==> config.mk <==
export PLATFORM = sky130hd
export DESIGN_NAME = mem_port_arbiter
export DESIGN_NICKNAME = d
export VERILOG_FILES = /design/src/rtl/mem_port_arbiter.sv
export SDC_FILE = /design/constraint.sdc
export NUM_CORES = 1
export LEC_CHECK = 0
export ABC_AREA = 0
export CAP_MARGIN = 20
export CORE_ASPECT_RATIO = 0.8
export CORE_MARGIN = 2
export CORE_UTILIZATION = 37
export DETAILED_ROUTE_END_ITERATION = 8
export GPL_ROUTABILITY_DRIVEN = 0
export PLACE_DENSITY = 0.77
export SLEW_MARGIN = 30
export SYNTH_ARGS = -nofsm -noshare
export SYNTH_HDL_FRONTEND = slang
export SYNTH_SLANG_ARGS = --single-unit
==> constraint.sdc <==
create_clock -name clk -period 1.95 [get_ports clk]
set_clock_uncertainty 0.1 [all_clocks]
set_input_delay 0.195 -clock clk [delete_from_list [all_inputs] [get_ports clk]]
set_output_delay 0.195 -clock clk [all_outputs]
set_load 0.005 [all_outputs]
==> src/rtl/mem_port_arbiter.sv <==
// mem_port_arbiter: one memory port shared by the fetch and memory stages.
// D-side wins ties, pending sides alternate, a watchdog aborts stuck accesses.
module mem_port_arbiter #(
  parameter int AW = 32,
  parameter int DW = 32,
  parameter int TIMEOUT = 255
) (
  input  logic          clk,
  input  logic          rst,
  input  logic          i_req,
  input  logic [AW-1:0] i_addr,
  output logic [DW-1:0] i_rdata,
  output logic          i_valid,
  output logic          i_err,
  input  logic          d_req,
  input  logic          d_we,
  input  logic [AW-1:0] d_addr,
  input  logic [DW-1:0] d_wdata,
  output logic [DW-1:0] d_rdata,
  output logic          d_valid,
  output logic          d_err,
  output logic          stall_i,
  output logic          stall_d,
  output logic          mem_req,
  output logic          mem_we,
  output logic [AW-1:0] mem_addr,
  output logic [DW-1:0] mem_wdata,
  input  logic [DW-1:0] mem_rdata,
  input  logic          mem_ready
);

  typedef enum logic [1:0] {
    IDLE,
    BUSY_I,
    BUSY_D
  } state_t;

  localparam logic [7:0] TO_CNT = 8'(TIMEOUT);

  state_t        state;
  logic [7:0]    cnt;
  logic          busy;
  logic          hit;
  logic          done;
  logic          err;
  logic          go_d;
  logic          go_i;
  logic          go_idle;
  logic [DW-1:0] rd;
  logic          unused_lsbs;

  assign busy = (state != IDLE);
  assign hit  = (cnt == TO_CNT);
  assign done = busy & (mem_ready | hit);
  assign err  = ~mem_ready;
  assign rd   = mem_ready ? mem_rdata : '0;

  // Who gets the port at this edge; completions hand off to the other side.
  assign go_d = d_req
              & ((state == IDLE)
              | ((state == BUSY_I) & done));
  assign go_i = i_req
              & (((state == IDLE) & ~d_req)
              | ((state == BUSY_D) & done));
  assign go_idle = done & ~go_d & ~go_i;

  assign stall_i = i_req & ~i_valid;
  assign stall_d = d_req & ~d_valid;

  // Word-aligned port: the byte-lane bits of the requests are dropped.
  assign unused_lsbs = ^{i_addr[1:0], d_addr[1:0]};

  // Arbiter FSM: grants, completion/abort pulses, watchdog, port registers.
  always_ff @(posedge clk) begin
    if (rst) begin
      state     <= IDLE;
      cnt       <= '0;
      mem_req   <= 1'b0;
      mem_we    <= 1'b0;
      mem_addr  <= '0;
      mem_wdata <= '0;
      i_rdata   <= '0;
      d_rdata   <= '0;
      i_valid   <= 1'b0;
      d_valid   <= 1'b0;
      i_err     <= 1'b0;
      d_err     <= 1'b0;
    end else begin
      i_valid <= 1'b0;
      d_valid <= 1'b0;
      i_err   <= 1'b0;
      d_err   <= 1'b0;
      if (busy && !done) begin
        cnt <= cnt + 8'd1;
      end
      if ((state == BUSY_I) && done) begin
        i_valid <= 1'b1;
        i_err   <= err;
        i_rdata <= rd;
      end
      if ((state == BUSY_D) && done) begin
        d_valid <= 1'b1;
        d_err   <= err;
        if (err || !mem_we) begin
          d_rdata <= rd;
        end
      end
      unique case (1'b1)
        go_d: begin
          state     <= BUSY_D;
          cnt       <= '0;
          mem_req   <= 1'b1;
          mem_we    <= d_we;
          mem_addr  <= {d_addr[AW-1:2], 2'b00};
          mem_wdata <= d_wdata;
        end
        go_i: begin
          state    <= BUSY_I;
          cnt      <= '0;
          mem_req  <= 1'b1;
          mem_we   <= 1'b0;
          mem_addr <= {i_addr[AW-1:2], 2'b00};
        end
        go_idle: begin
          state   <= IDLE;
          mem_req <= 1'b0;
          mem_we  <= 1'b0;
        end
        default: begin
        end
      endcase
    end
  end

endmodule

==> results of run 1 <==
==> cells in the mapped netlist (2+ instances only) <==
cell type	n
a22o_1	27
or4_1	3
nor3_1	31
nand2_1	31
a311oi_1	30
buf_1	3
dfxtp_1	142
inv_1	3
a32o_1	5
nor4_1	2
a21oi_1	71
xnor2_1	2
buf_2	6
a31oi_1	2
buf_4	2
buf_6	3
o31ai_1	4
clkbuf_1	55
nand3_1	72
o221ai_1	2
a211oi_1	3
or3_1	2
o21ai_0	98
nand2b_1	3
nor2_1	9
nand4_1	2
nor2b_1	4
==> layout make-up <==
class	count	area share
clock buffer	19	0.04743
sequential	142	0.3047
multi-input combinational	417	0.2659
tap	189	0.02532
timing repair buffer	308	0.3356
clock inverter	12	0.01983
inverter	3	0.001206
==> per-stage QoR <==
| step | total power (W) | utilization | cells | cell area (µm²) |
|---|---|---|---|---|
| after floorplan | 0.003642 | - | 631 | 5552 |
| after CTS | 0.007917 | 0.6274 | 1090 | 9294 |
| after global routing | 0.008174 | 0.6304 | 1090 | 9339 |
| after detailed placement | 0.004445 | 0.5850 | 1059 | 8666 |
| final | 0.007878 | 0.6304 | 1090 | 9339 |
| after global placement | 0.004431 | 0.5850 | 1059 | 8666 |
==> worst max-delay path by stage <==
stage / startpoint / endpoint / slack, ns / depth (start not counted)
final: cnt[1] / mem_addr[26] / 0.06 / 6
after global routing: cnt[1] / mem_addr[13] / -0.01 / 6
after CTS: cnt[1] / mem_addr[20] / 0.02 / 6
after detailed placement: mem_ready / mem_addr[26] / -0.05 / 6
after global placement: mem_ready / mem_addr[10] / 0.002 / 6
after floorplan: cnt[0] / mem_addr[10] / 0.05 / 7
==> cells in the final DEF (no fill, tap or decap), drive strengths merged, types with 2 or more instances in the layout <==
master	synthesis	final
a31oi	2	2
nor3	31	31
nand2	31	31
nor2	9	9
or3	2	2
clkdlybuf4s50	0	262
clkinv	0	4
bufinv	0	4
nor4	2	2
a32o	5	5
o31ai	4	4
conb	1	2
nand3	72	72
a311oi	30	30
inv	3	6
dfxtp	142	142
o221ai	2	2
or2	2	2
a21oi	71	71
xnor2	2	2
nor2b	4	4
a211oi	3	3
or4	3	3
nand2b	3	3
o21ai	99	99
buf	14	46
nand4	3	3
a22o	27	27
clkbuf	55	19
==> worst max-delay path, cell delays in order (launching register included) <==
cell	delay, ns
dfxtp_1	0.36
ha_2	0.22
nand3_2	0.11
o221a_4	0.31
or2_1	0.26
buf_12	0.19
a311oi_1	0.24
==> layer usage <==
layer  vias up  global-route usage  part of all wire
li1       2849                   -                 -
met1      2858              0.3041              0.45
met2       217              0.3528              0.46
met3        23             0.07431             0.076
met4         0             0.07200             0.014
met5         -                   0                 0
==> registers in the layout, summed over array words and instances, names as in the netlist <==
signal     cells
d_rdata       32
i_rdata       32
mem_wdata     32
mem_addr      30
cnt            8
state          2
d_err          1
d_valid        1
i_err          1
i_valid        1
mem_req        1
mem_we         1
==> where the power goes <==
group	leakage (nW)	total, W	internal (W)	switching [W]
sequential	1.16	0.00313	0.00306	0.0000752
combinational	1.81	0.00127	0.000731	0.000537
clock	0.304	0.00348	0.00219	0.00129
==> logic make-up (layout without fill, tap and decap cells) <==
| family | after synthesis | in the layout | share of synthesized area |
|---|---|---|---|
| compound gates | 247 | 247 | 0.2763 |
| other cells | 1 | 2 | 0.0006759 |
| buf+inv | 72 | 342 | 0.05548 |
| mux | 1 | 1 | 0.001804 |
| xor+xnor | 2 | 2 | 0.003158 |
| simple gates | 164 | 164 | 0.1479 |
| fa+ha+maj | 1 | 1 | 0.002255 |
| flops | 142 | 142 | 0.5124 |
==> out/metrics.csv, run 1 <==
stage,metric,value,unit
outcome,status,"complete, no violations",
worst_setup_path,r2r-end,mem_addr[26],
synthesis,synth-main-ff-cell,dfxtp_1,
clock_tree,clock_sinks,142,
pwr,p_leak,3.273,nW
clock_tree,htree_levels,4,
timing,slew_headroom,0.5678,
synthesis,postSynthAreaPerCell,8.806,µm²
worst_hold_path,min_delay_path_depth,4,
clock_tree,clkTransAtPathRegs,0.06,ns
clock_tree,numCtsBuffers,17,
worst_setup_path,arrival,2.11,ns
global_routing,grt_usage,0.2280,
worst_hold_path,holdPathEnd,d_valid,
floorplan,rows,40,
pwr,peakVddDrop,0.0006386,V
floorplan,die-area,16000,µm²
timing,max_freq,0.5284,GHz
worst_setup_path,regToRegSetupSlack,0.06,ns
timing,min_period,1.892,ns
timing,setup_viol,0,
synthesis,synth_top_area_cell,dfxtp_1,
clock_tree,cts.path.max_buffers,2,
synthesis,ys_seq_elements,142,
final_layout,drive_above_1_share,0.1065,
timing,grt_setup_unrepaired,true,
worst_setup_path,criticalPathCategory,reg2reg,
timing,finalCritPeriodShare,0.9704,
final_layout,fill_cells,1233,
synthesis,synth_cell_types,40,
global_routing,grt_pass1_wl,29490,µm
placement,portBuffers,263,
timing,worst_pin_slew,0.6484,ns
worst_setup_path,required,2.16,ns
synthesis,yosysSeqAreaShare,0.5124,
synthesis,synth_edf_count,0,
clock_tree,post_cts_resized,0,
worst_setup_path,end_kind,flop,
clock_tree,clock_latency,0.41,ns
drt,drt_iter0_drc,405,
timing,hold_viol_final,0,
placement,hpwl,12440,µm
drt,wire_per_inst,17.14,µm
synthesis,synthTopCellsByArea,"dfxtp_1, o21ai_0, nand3_1, a21oi_1, a311oi_1",
worst_setup_path,r2r.worst_path.cells,6,
drt,drt-pass1-iter-count,4,
drt,drc,0,
clock_tree,post-cts-setup-buffer-count,0,
synthesis,syn-instance-count,630,
drt,ant_nets,0,
clock_tree,cts_root_buf,clkbuf_16,
drt,wirelength,18690,µm
worst_setup_path,critPathMaxFanout,30,
flow_run,max-cap-violations,0,
global_routing,grt_antenna_before_repair,0,
synthesis,synthArstFlopShare,0,
synthesis,ys_warn_count,0,
timing,hold_ws,0.1265,ns
synthesis,synth_top_area_share,0.5124,
timing,timing.final.ws_setup,0.05763,ns
drt,num_vias,5947,
worst_hold_path,min-delay-start,rst,
final_layout,antenna_cells,0,
floorplan,io_pins,270,
floorplan,die_height,113.5,µm
final_layout,area_growth,68.34,%
final_layout,nets,1024,
global_routing,grt_max_degree,65,
timing,fin_tns_setup,0,ns
clock_tree,cts_tree,yes,
floorplan,die_width,140.9,µm
placement,place_ws,-0.05297,ns
worst_setup_path,start_kind,flop,
final_layout,multi_input_area,2484,µm²
synthesis,synth_area,5548,µm²
drt,vias_per_cell,5.456,
floorplan,start_util,0.3745,
floorplan,core,14810,µm²
global_routing,grt_overflow,0,
worst_setup_path,reg2reg_from,cnt[1],
pwr,power_density,843.5,nW/µm²
clock_tree,holdBufCountCts,0,
worst_hold_path,hold_path.class,in2reg,
final_layout,seq_area,2845,µm²
global_routing,grt_pass1_vias,5557,
timing,drv_slew,0,
No activity file was read; power rests on OpenSTA's default activity.
==> run 2: changes to the inputs <==
--- a/config.mk
+++ b/config.mk
@@ -12,7 +12,7 @@
 export CORE_UTILIZATION = 37
 export DETAILED_ROUTE_END_ITERATION = 8
 export GPL_ROUTABILITY_DRIVEN = 0
-export PLACE_DENSITY = 0.77
+export PLACE_DENSITY = 0.8
 export SLEW_MARGIN = 30
 export SYNTH_ARGS = -nofsm -noshare
 export SYNTH_HDL_FRONTEND = slang
==> out/metrics.csv, run 2 (synthesis gave the netlist of run 1 again) <==
stage,metric,value,unit,change
clock_tree,cts_root_buf,clkbuf_16,,
final_layout,final_common_cell,clkdlybuf4s50_1,,
global_routing,grt_pass1_wl,30540,µm,+3.6%
drt,drt_iter0_drc,490,,+21%
clock_tree,clkTransAtPathRegs,0.06,ns,about the same
worst_setup_path,crit_path_max_incr_delay,0.36,ns,about the same
drt,wire_per_inst,17.98,µm,+4.9%
worst_setup_path,critPathMaxFanout,23,,-23%
floorplan,start_util,0.3745,,unchanged
final_layout,drive_above_1_share,0.1126,,+0.006035
pwr,peakVddDrop,0.0007132,V,+12%
worst_setup_path,reg2reg_from,cnt[1],,
pwr,p_int,0.005778,W,-3.3%
clock_tree,htree_levels,4,,unchanged
worst_setup_path,cp_common_cell,buf_12,,
clock_tree,cts.path.max_buffers,2,,unchanged
worst_setup_path,r2r-end,mem_addr[24],,
worst_setup_path,start_kind,flop,,
worst_hold_path,min_delay_path_depth,2,,-2
clock_tree,clock_sinks,142,,unchanged
final_layout,area_growth,68.76,%,
timing,drv_slew,0,,unchanged
worst_setup_path,cp_num_buf_inv,3,,+2
flow_run,max-cap-violations,0,,unchanged
pwr,combPwrFrac,0.168,,+0.007
worst_setup_path,arrival,2.10,ns,about the same
floorplan,rows,40,,unchanged
global_routing,grt_antenna_before_repair,0,,unchanged
clock_tree,clock_latency,0.41,ns,about the same
clock_tree,numCtsBuffers,17,,unchanged
worst_setup_path,criticalPathCategory,reg2reg,,
clock_tree,cts_tree,yes,,
global_routing,grt_pass1_vias,5890,,+6.0%
worst_setup_path,path_cells,ha_4 > nand3_2 > buf_4 > o21ai_4 > buf_12 > buf_12 > nand3_1 > a311oi_2,,
final_layout,top_regs,"d_rdata x32, i_rdata x32, mem_wdata x32",,
floorplan,die-area,16000,µm²,unchanged
outcome,status,"complete, no violations",,
drt,vias_per_cell,5.496,,+0.73%
pwr,p_seq_frac,0.411,,+0.013
drt,wirelength,19690,µm,+5.4%
worst_setup_path,end_kind,flop,,
floorplan,die_width,140.9,µm,unchanged
timing,hold_ws,0.04673,ns,-0.07973 ns
global_routing,grt_overflow,0,,unchanged
worst_setup_path,path_delay_family,compound AO/OA/AOI/OAI gates,,
pwr,clockPowerShare,0.421,,-0.020
drt,ant_nets,0,,unchanged
pwr,switching_power,0.001855,W,-2.4%
final_layout,nets,1028,,+0.39%
worst_setup_path,r2r.worst_path.cells,8,,+2
timing,hold_viol_final,0,,unchanged
placement,hpwl,12770,µm,+2.7%
final_layout,antenna_cells,0,,unchanged
floorplan,die_height,113.5,µm,unchanged
final_layout,fill_cells,1220,,-1.1%
pwr,p_leak,3.286,nW,+0.38%
drt,num_vias,6018,,+1.2%
timing,setup_viol,0,,unchanged
floorplan,core,14810,µm²,unchanged
worst_hold_path,min-delay-start,rst,,
floorplan,io_pins,270,,unchanged
worst_hold_path,holdPathEnd,i_rdata[18],,
timing,timing.final.ws_setup,0.06198,ns,+0.004358 ns
timing,min_period,1.888,ns,-0.004358 ns
worst_hold_path,hold_path.class,in2reg,,
worst_setup_path,required,2.16,ns,about the same
worst_setup_path,regToRegSetupSlack,0.06,ns,about the same
drt,drc,0,,unchanged
pwr,power_density,815.3,nW/µm²,-3.3%
global_routing,grt_usage,0.2378,,+0.009852
worst_setup_path,slowest_stage,dfxtp_2,,
timing,max_freq,0.5297,GHz,+0.23%
placement,portBuffers,263,,unchanged
placement,place_ws,-0.03337,ns,+0.01960 ns
drt,drt-pass1-iter-count,5,,+1
pwr,swShare,0.2430,,+0.001635
final_layout,final_cell_mix,"clkdlybuf4s50_1, dfxtp_1, o21ai_0",,
timing,finalCritPeriodShare,0.9682,,-0.002235
global_routing,grt_max_degree,69,,+6.2%
==> run 2: timing repair <==
action                     CTS  global route
setup buffers                1             3
hold buffers                 0             0
setup endpoints to repair    1            93
pin swaps                    1             3
gates resized for setup      0            14
cloned                       1             0
==> run 2: worst max-delay path by stage <==
stage / from / endpoint / slack (ns) / depth (start not counted)
2_1_floorplan: cnt[0] / mem_addr[10] / 0.05 / 7
3_3_place_gp: mem_ready / d_rdata[5] / 0.02 / 6
3_5_place_dp: d_req / mem_addr[24] / -0.03 / 6
4_1_cts: cnt[4] / mem_addr[27] / 0.01 / 5
5_1_grt: cnt[1] / mem_addr[24] / -0.03 / 8
6_report: cnt[1] / mem_addr[24] / 0.06 / 8
==> run 2: final cells by class <==
| type | count | area, µm² | area share |
|---|---|---|---|
| clock buffers | 23 | 478.0 | 0.05105 |
| clock inverters | 9 | 110.1 | 0.01176 |
| inverters | 3 | 11.26 | 0.001203 |
| multi-input cells | 417 | 2506 | 0.2677 |
| flip-flops and latches | 142 | 2848 | 0.3042 |
| well taps | 189 | 236.5 | 0.02526 |
| repair buffers | 312 | 3173 | 0.3389 |
==> run 2: power by group through the flow <==
stage / sequential [W] / combinational [W] / clock, W
global route: 0.00315 / 0.00137 / 0.00341
CTS: 0.00314 / 0.00126 / 0.00327
detailed placement: 0.00320 / 0.00124 / 0
floorplan: 0.00320 / 0.000438 / 0
finish: 0.00314 / 0.00128 / 0.00321
global placement: 0.00319 / 0.00123 / 0
==> run 2: metrics by stage <==
stage | instance area [µm²] | power (W) | util | setup TNS, ns | cells
after detailed placement | 8633 | 0.004438 | 0.5828 | -0.2677 | 1058
after global placement | 8633 | 0.004420 | 0.5828 | 0 | 1058
after floorplan | 5552 | 0.003642 | - | 0 | 631
after CTS | 9274 | 0.007667 | 0.6260 | 0 | 1092
after global routing | 9363 | 0.007936 | 0.6320 | -0.02932 | 1095
final | 9363 | 0.007634 | 0.6320 | 0 | 1095
==> run 2: layer usage <==
layer | routed length, µm | part of all wire | up-vias | GRT usage
li1 | - | - | 2858 | -
met1 | 8603 | 0.44 | 2875 | 0.3044
met2 | 9290 | 0.47 | 255 | 0.3792
met4 | 363 | 0.018 | 0 | 0.09000
met3 | 1429 | 0.073 | 30 | 0.07431
met5 | 0 | 0 | - | 0
